File: src/rtl/kgprisc_run_ctrl.sv
// kgprisc_run_ctrl: program loader and run/step/halt control for the KGP-RISC core,
// with saturating cycle and retired-instruction counters.
module kgprisc_run_ctrl #(
    parameter int ADDR_W = 10,
    parameter int DATA_W = 32,
    parameter int CNT_W  = 32
) (
    input  logic              clk,
    input  logic              rst,
    input  logic              cmd_valid,
    input  logic [1:0]        cmd_op,
    output logic              cmd_ready,
    input  logic              ld_valid,
    input  logic [DATA_W-1:0] ld_data,
    input  logic              ld_last,
    output logic              ld_ready,
    output logic              imem_we,
    output logic [ADDR_W-1:0] imem_addr,
    output logic [DATA_W-1:0] imem_wdata,
    output logic              core_rst_n,
    output logic              core_en,
    input  logic              core_retire,
    input  logic              core_halt,
    output logic [2:0]        state,
    output logic [CNT_W-1:0]  cycle_cnt,
    output logic [CNT_W-1:0]  retire_cnt,
    output logic              err_ovf
);
    typedef enum logic [2:0] {IDLE = 3'd0, LOAD = 3'd1, RUN = 3'd2, STEP = 3'd3, HALTED = 3'd4} state_t;
    localparam logic [1:0] OP_RUN = 2'b00, OP_STEP = 2'b01, OP_HALT = 2'b10, OP_LOAD = 2'b11;

    state_t cur, nxt;
    logic [ADDR_W-1:0] ptr, ptr_nxt;
    logic ovf_nxt, clr, acc;

    // Gating with rst keeps every handshake and core control low while reset is asserted.
    assign cmd_ready  = rst & (cur == IDLE || cur == RUN || cur == HALTED);
    assign ld_ready   = rst & (cur == LOAD);
    assign core_en    = rst & (cur == RUN || cur == STEP);
    assign core_rst_n = rst & (cur == RUN || cur == STEP || cur == HALTED);
    assign imem_we    = ld_valid & ld_ready;
    assign imem_addr  = ptr;
    assign imem_wdata = ld_data;
    assign state      = cur;
    assign acc        = cmd_valid & cmd_ready;

    always_comb begin
        nxt     = cur;
        ptr_nxt = ptr;
        ovf_nxt = err_ovf;
        clr     = 1'b0;
        case (cur)
            IDLE: if (acc) begin
                case (cmd_op)
                    OP_RUN:  begin nxt = RUN;  clr = 1'b1; end
                    OP_STEP: begin nxt = STEP; clr = 1'b1; end
                    OP_LOAD: begin nxt = LOAD; ptr_nxt = '0; ovf_nxt = 1'b0; end
                    default: nxt = IDLE;
                endcase
            end
            LOAD: if (imem_we) begin
                ptr_nxt = ptr + 1'b1;
                // The last address is written but the load stops there instead of wrapping.
                if (ld_last) nxt = IDLE;
                else if (&ptr) begin
                    nxt     = IDLE;
                    ovf_nxt = 1'b1;
                end
            end
            RUN:  if (core_halt || (acc && cmd_op == OP_HALT)) nxt = HALTED;
            STEP: nxt = HALTED;
            HALTED: if (acc) begin
                case (cmd_op)
                    OP_RUN:  nxt = RUN;
                    OP_STEP: nxt = STEP;
                    OP_LOAD: begin nxt = LOAD; ptr_nxt = '0; ovf_nxt = 1'b0; end
                    default: nxt = HALTED;
                endcase
            end
            default: nxt = IDLE;
        endcase
    end

    always_ff @(posedge clk) begin
        if (!rst) begin
            cur     <= IDLE;
            ptr     <= '0;
            err_ovf <= 1'b0;
        end else begin
            cur     <= nxt;
            ptr     <= ptr_nxt;
            err_ovf <= ovf_nxt;
        end
    end

    always_ff @(posedge clk) begin
        if (!rst || clr) begin
            cycle_cnt  <= '0;
            retire_cnt <= '0;
        end else if (core_en) begin
            cycle_cnt  <= cycle_cnt + CNT_W'(~&cycle_cnt);
            retire_cnt <= retire_cnt + CNT_W'(core_retire & ~&retire_cnt);
        end
    end
endmodule

File: config.mk
export PLATFORM = sky130hd
export DESIGN_NAME = kgprisc_run_ctrl
export DESIGN_NICKNAME = d
export VERILOG_FILES = /design/src/rtl/kgprisc_run_ctrl.sv
export SDC_FILE = /design/constraint.sdc
export NUM_CORES = 1
export LEC_CHECK = 0
export BUFFER_PORTS_ARGS = -buffer_cell sky130_fd_sc_hd__buf_2
export CAP_MARGIN = 5
export CORE_UTILIZATION = 35
export DETAILED_ROUTE_END_ITERATION = 8
export SYNTH_ARGS = -nofsm -noshare
export SYNTH_HDL_FRONTEND = slang
export SYNTH_SLANG_ARGS = --single-unit
File: constraint.sdc
create_clock -name clk -period 5.46 [get_ports clk]
set_input_delay 0.273 -clock clk [delete_from_list [all_inputs] [get_ports clk]]
set_output_delay 0.273 -clock clk [all_outputs]
set_load 0.02 [all_outputs]
---- After elaboration in Yosys (flattened, before gate mapping) ----
Index checks and enable logic that the tools add are counted.
word-level totals
  register bits ........................... 78
  latch bits .............................. 0
  memory bits (writable) .................. 0
  ROM bits ................................ 0
  input bits .............................. 41
  output and inout bits ................... 115
  word-level logic and storage cells ...... 74
  memories kept ........................... 0
operators by class
  $add $sub $neg .......................... 3
  $mul .................................... 0
  divide/modulo/power cells ............... 0
  order comparisons ....................... 0
  eq/ne operators ......................... 16
  shift operators ......................... 0
  muxes and demuxes ....................... 22
  bitwise operators ....................... 7
  reduce and logical (&&, ||, !) cells .... 21
operators by type and width
  cell                                                  count
  adder 32 x 1 -> 32 bit                                2
  AND reduction 32 bit                                  2
  two-way mux 10 bit                                    3
  one-hot mux 10 bit (2 select lines)                   1
  two-way mux 3 bit                                     6
  one-hot mux 3 bit (5 select lines)                    1
  adder 10 x 1 -> 10 bit (second input constant)        1
  AND reduction 10 bit                                  1
  one-hot mux 3 bit (3 select lines)                    1
  two-way mux 1 bit                                     8
  != test 2 x 1 -> 1 bit (second input constant)        4
  != test 2 bit (second input constant)                 4
  bitwise AND 1 bit                                     7
  equality test 3 x 2 -> 1 bit (second input constant)  2
  logical OR 1 bit                                      6
  one-hot mux 2 bit (3 select lines)                    1
  AND reduction 6 bit                                   1
  AND reduction 5 bit                                   1
  equality test 2 bit (second input constant)           2
  AND reduction 4 bit                                   1
  OR reduction 2 bit                                    2
  equality test 3 x 1 -> 1 bit (second input constant)  1
  equality test 3 bit (second input constant)           1
  logical NOT 1 bit                                     3
  other kinds (7)                                       7

---- Depth between registers and ports, before layout ----
  word-level depth ........................ 9
  depth in mapped cells ................... 12
  gate-level depth less buffers ........... 10

---- Least setup slack after synthesis ----
OpenSTA, ideal clock, no wires.
  path kind ............................... register -> register
  start point ............................. register retire_cnt[6]
  end point ............................... register retire_cnt[18]
  library setup time ...................... 0.132 ns
  arrival ................................. 2.765 ns
  required time ........................... 5.328 ns
  slack ................................... 2.563 ns
  stages on the path, launching flop included .. 12
  path buffers ............................ 2
  clock period less this slack ............ 2.897 ns
  path through ............................ dfxtp_1 > nand4_2 > or4_1 > buf_2 > o41a_1 > ha_1 > ha_1 > and3_1 > clkbuf_1 > nand3_1 > or4_1 > a21oi_1
on the way
  longest elaborated chain between the ends .. 4
ends and longest elaborated chain
  item                      line  source
  start: declaration        26    output logic [CNT_W-1:0] retire_cnt,
  start signal: assignment  102   retire_cnt <= retire_cnt + CNT_W'(core_retire & ~&retire_cnt);
  AND reduction 32 bit      102
  logical NOT 1 bit         102
  bitwise AND 1 bit         102
  adder 32 x 1 -> 32 bit *  102
Mark *: on every way between the ends. The rest lies on a longest branch, timed or not.
A chain may end at the register's enable or synchronous reset.

---- Final worst setup path ----
  start point ............................. register retire_cnt[5]
  end point ............................... register retire_cnt[14]
The elaborated chain is that of the path after synthesis.

==> impl_metrics.yaml <==
status:
  status: "complete, no violations"
yosys:
  ys_top_cells_by_count: "dfxtp_1 (78), nand2_1 (62), a21oi_1 (44), buf_4 (32), nand3_1 (29)"
  synth-compound-area-share_pct: 13.1
  synth.avg_cell_area_sq_um: 8.11
  synth_area_leaders: "dfxtp_1 (36%), buf_4 (5.6%), nand2_1 (5.4%), a21oi_1 (5.1%), mux2i_1 (4.4%)"
  synth_top_flop_cell: "dfxtp_1"
  syn_inst: 531
  synth.most_common_cell: "dfxtp_1"
  ys_async_sr_fraction_pct: 0
  synthSimpleGateAreaFrac_pct: 32.8
  synth_nets: 577
  synth_mux_area_share_pct: 4.42
  synthAdderAreaFrac_pct: 1.45
  yosysSeqAreaShare_pct: 36.3
  synth_warnings: 0
  synth_top_family_by_area: "simple AND/OR/NAND/NOR gates"
  synth_edf_count: 0
  yosys.area.top_type: "dfxtp_1"
  synth_xor_area_share_pct: 2.85
  yosys.area.top_type_share_pct: 36.3
  ys_types: 50
  synth.ff_latch_count: 78
  netlist_area_sq_mm: 0.00430
sta:
  fmax_mhz: 328
  rsz0062_at_grt: "no"
  tightestPinTransition_ps: 1000
  period_minus_slack_ps: 3050
  setup_viol_count_final: 0
  setup-tns-final_ps: 0
  maxSlewViolCount: 0
  finalCritPeriodShare_pct: 55.8
  finalHoldViolations: 0
  fin_skew_ps: 5.84
  slew_headroom_pct: 32.2
clock_tree:
  hold_buffers: 0
  numCtsBuffers: 9
  clkSinkCount: 78
  cts_resized: 0
  insertion_delay_ps: 340
  cts_tree: "built"
  cts_setup_buffers: 0
  clk_pin_slew_ps: 60
  htree_levels: 3
  clockBufferDepth: 2
  clockRootBuffer: "clkbuf_16"
drt:
  wirelength_um: 10900
  wl_per_cell_um: 15.0
  ant_nets: 0
  drt_first_iter_violations: 204
  viasPerCell: 5.57
  via_count: 4069
  drc_errors: 0
  dr.pass1.iters: 4
die:
  core-area_sq_mm: 0.0120
  row_count: 40
  io_pins: 156
  start_util_pct: 35.8
  die_y_um: 113
  die-area_sq_mm: 0.0127
  fp.dieW_um: 113
setup_path:
  r2r_cells: 9
  crit_chain: "nand4_2, or4_1, o41a_1, ha_1, ha_1, and3_1, nand3_1, or4_1, a21oi_1"
  critPathTopFamily: "simple AND/OR/NAND/NOR gates"
  crit_type: "flip-flop to flip-flop"
  slowest_delay_ps: 740
  worstReg2RegEnd: "retire_cnt[14]"
  cp_max_fo: 12
  slowest_stage: "or4_1"
  critPathBufInv: 0
  worstReg2RegStart: "retire_cnt[5]"
  endpoint_kind: "flip-flop"
  worstSetupStartpointType: "flip-flop"
  reg2reg_slack_ps: 2410
  cp.arrival_ps: 3250
  critical_path_required_ps: 5660
job:
  drv_cap: 0
hold_path:
  hp-class: "primary input to flip-flop"
  min_from: "cmd_op[0]"
  holdPathStages: 3
  min_to: "state[0]"
power_and_ir_drop:
  pwr_density_cell_mw_per_mm2: 271
  ir_worst_vdd_mv: 0.139
  power_mw: 1.32
  p_leak_nw: 1.82
cells_and_area:
  area_growth_pct: 13.3
  multi_input_area_sq_mm: 0.00235
  sequential_cell_area_sq_mm: 0.00156
  fin_util_pct: 40.6
  diodes: 0
  final_layout_size_suffix_gt1_share_pct: 20.1
  fin_cells: 730
  nFillCells: 1246
  postLayoutCellArea_sq_mm: 0.00488
  final_nets: 626
grt:
  grt_overflow: 0
  antenna_found_initial: 0
  grt_max_degree: 47
  grt_pass1_wl_um: 18200
  first_global_vias: 3713
  grt_util_all_layers_pct: 17.7
placed_design:
  dp_hpwl_um: 7740
  portBuffers: 91
  placement.cell_area_sq_mm: 0.00462
  gp_congestion: 0.853
  dp.cells: 716
==> worst reg2reg max path: cells and delay by family (launching register included) <==
| kind | cells | cell delay, ps |
|---|---|---|
| and+or+nand+nor | 5 | 1580 |
| adders and majority gates | 2 | 440 |
| AOI/OAI and AO/OA | 2 | 440 |
| DFF | 1 | 440 |
==> per-stage QoR <==
step,worst slack [ps],hold slack (ps)
detailed placement,2440,451
global route,2180,213
CTS,2420,192
finish,2410,206
global placement,2550,439
floorplan,2560,412
==> state kept, by name, summed over array words and instances, names as in the netlist <==
signal      count
retire_cnt     32
cycle_cnt      32
err_ovf         1
imem_addr      10
state           3
==> placed cells by master, fill, tap and decap left out, drive strengths merged, types with 2 or more instances in the layout <==
master | Yosys | final
buf | 38 | 93
dfxtp | 78 | 78
nand2 | 62 | 62
a21oi | 44 | 44
nand3 | 29 | 29
nand4 | 25 | 25
or4 | 23 | 23
nor2 | 22 | 22
or3 | 20 | 20
o31ai | 19 | 19
mux2i | 19 | 19
nor3 | 17 | 17
o21ai | 17 | 17
nand2b | 16 | 16
inv | 13 | 13
clkbuf | 16 | 12
and4 | 11 | 11
and3 | 8 | 8
nor4 | 8 | 8
xor2 | 8 | 8
xnor2 | 6 | 6
o21a | 5 | 5
ha | 5 | 5
clkinv | 1 | 3
nor2b | 2 | 2
nand4b | 2 | 2
==> how the worst max path moves through the flow <==
stage / depth (start not counted) / to / slack (ps) / from
floorplan: 11 / retire_cnt[18] / 2560 / retire_cnt[6]
global placement: 9 / retire_cnt[18] / 2550 / retire_cnt[5]
detailed placement: 9 / retire_cnt[18] / 2440 / retire_cnt[5]
CTS: 9 / retire_cnt[18] / 2420 / retire_cnt[5]
global route: 9 / retire_cnt[12] / 2180 / retire_cnt[5]
finish: 9 / retire_cnt[14] / 2410 / retire_cnt[5]
==> where the power goes <==
| group | switching, mW | internal [mW] | total [mW] |
|---|---|---|---|
| logic | 0.124 | 0.0590 | 0.183 |
| registers | 0.0244 | 0.579 | 0.604 |
| clock network | 0.222 | 0.314 | 0.535 |
| total | 0.370 | 0.952 | 1.32 |
==> routing by layer <==
metal	wire (um)	global-route usage, %
met5	0	0
met2	4990	27.6
met4	271	9.91
met1	5160	23.2
met3	523	3.27
==> logic make-up after synthesis <==
group	Yosys count
compound gates	94
fa+ha+maj	5
buf+inv	69
xor+xnor	14
simple gates	252
mux	19
flops	78
==> layout make-up <==
class,count,area share [%]
Inverter,14,1.08
Sequential cell,78,32.0
Clock buffer,12,5.05
Multi-Input combinational cell,384,48.2
Clock inverter,2,0.205
Tap cell,147,3.77
Timing Repair Buffer,93,9.64
(Power assumes the default switching activity.)
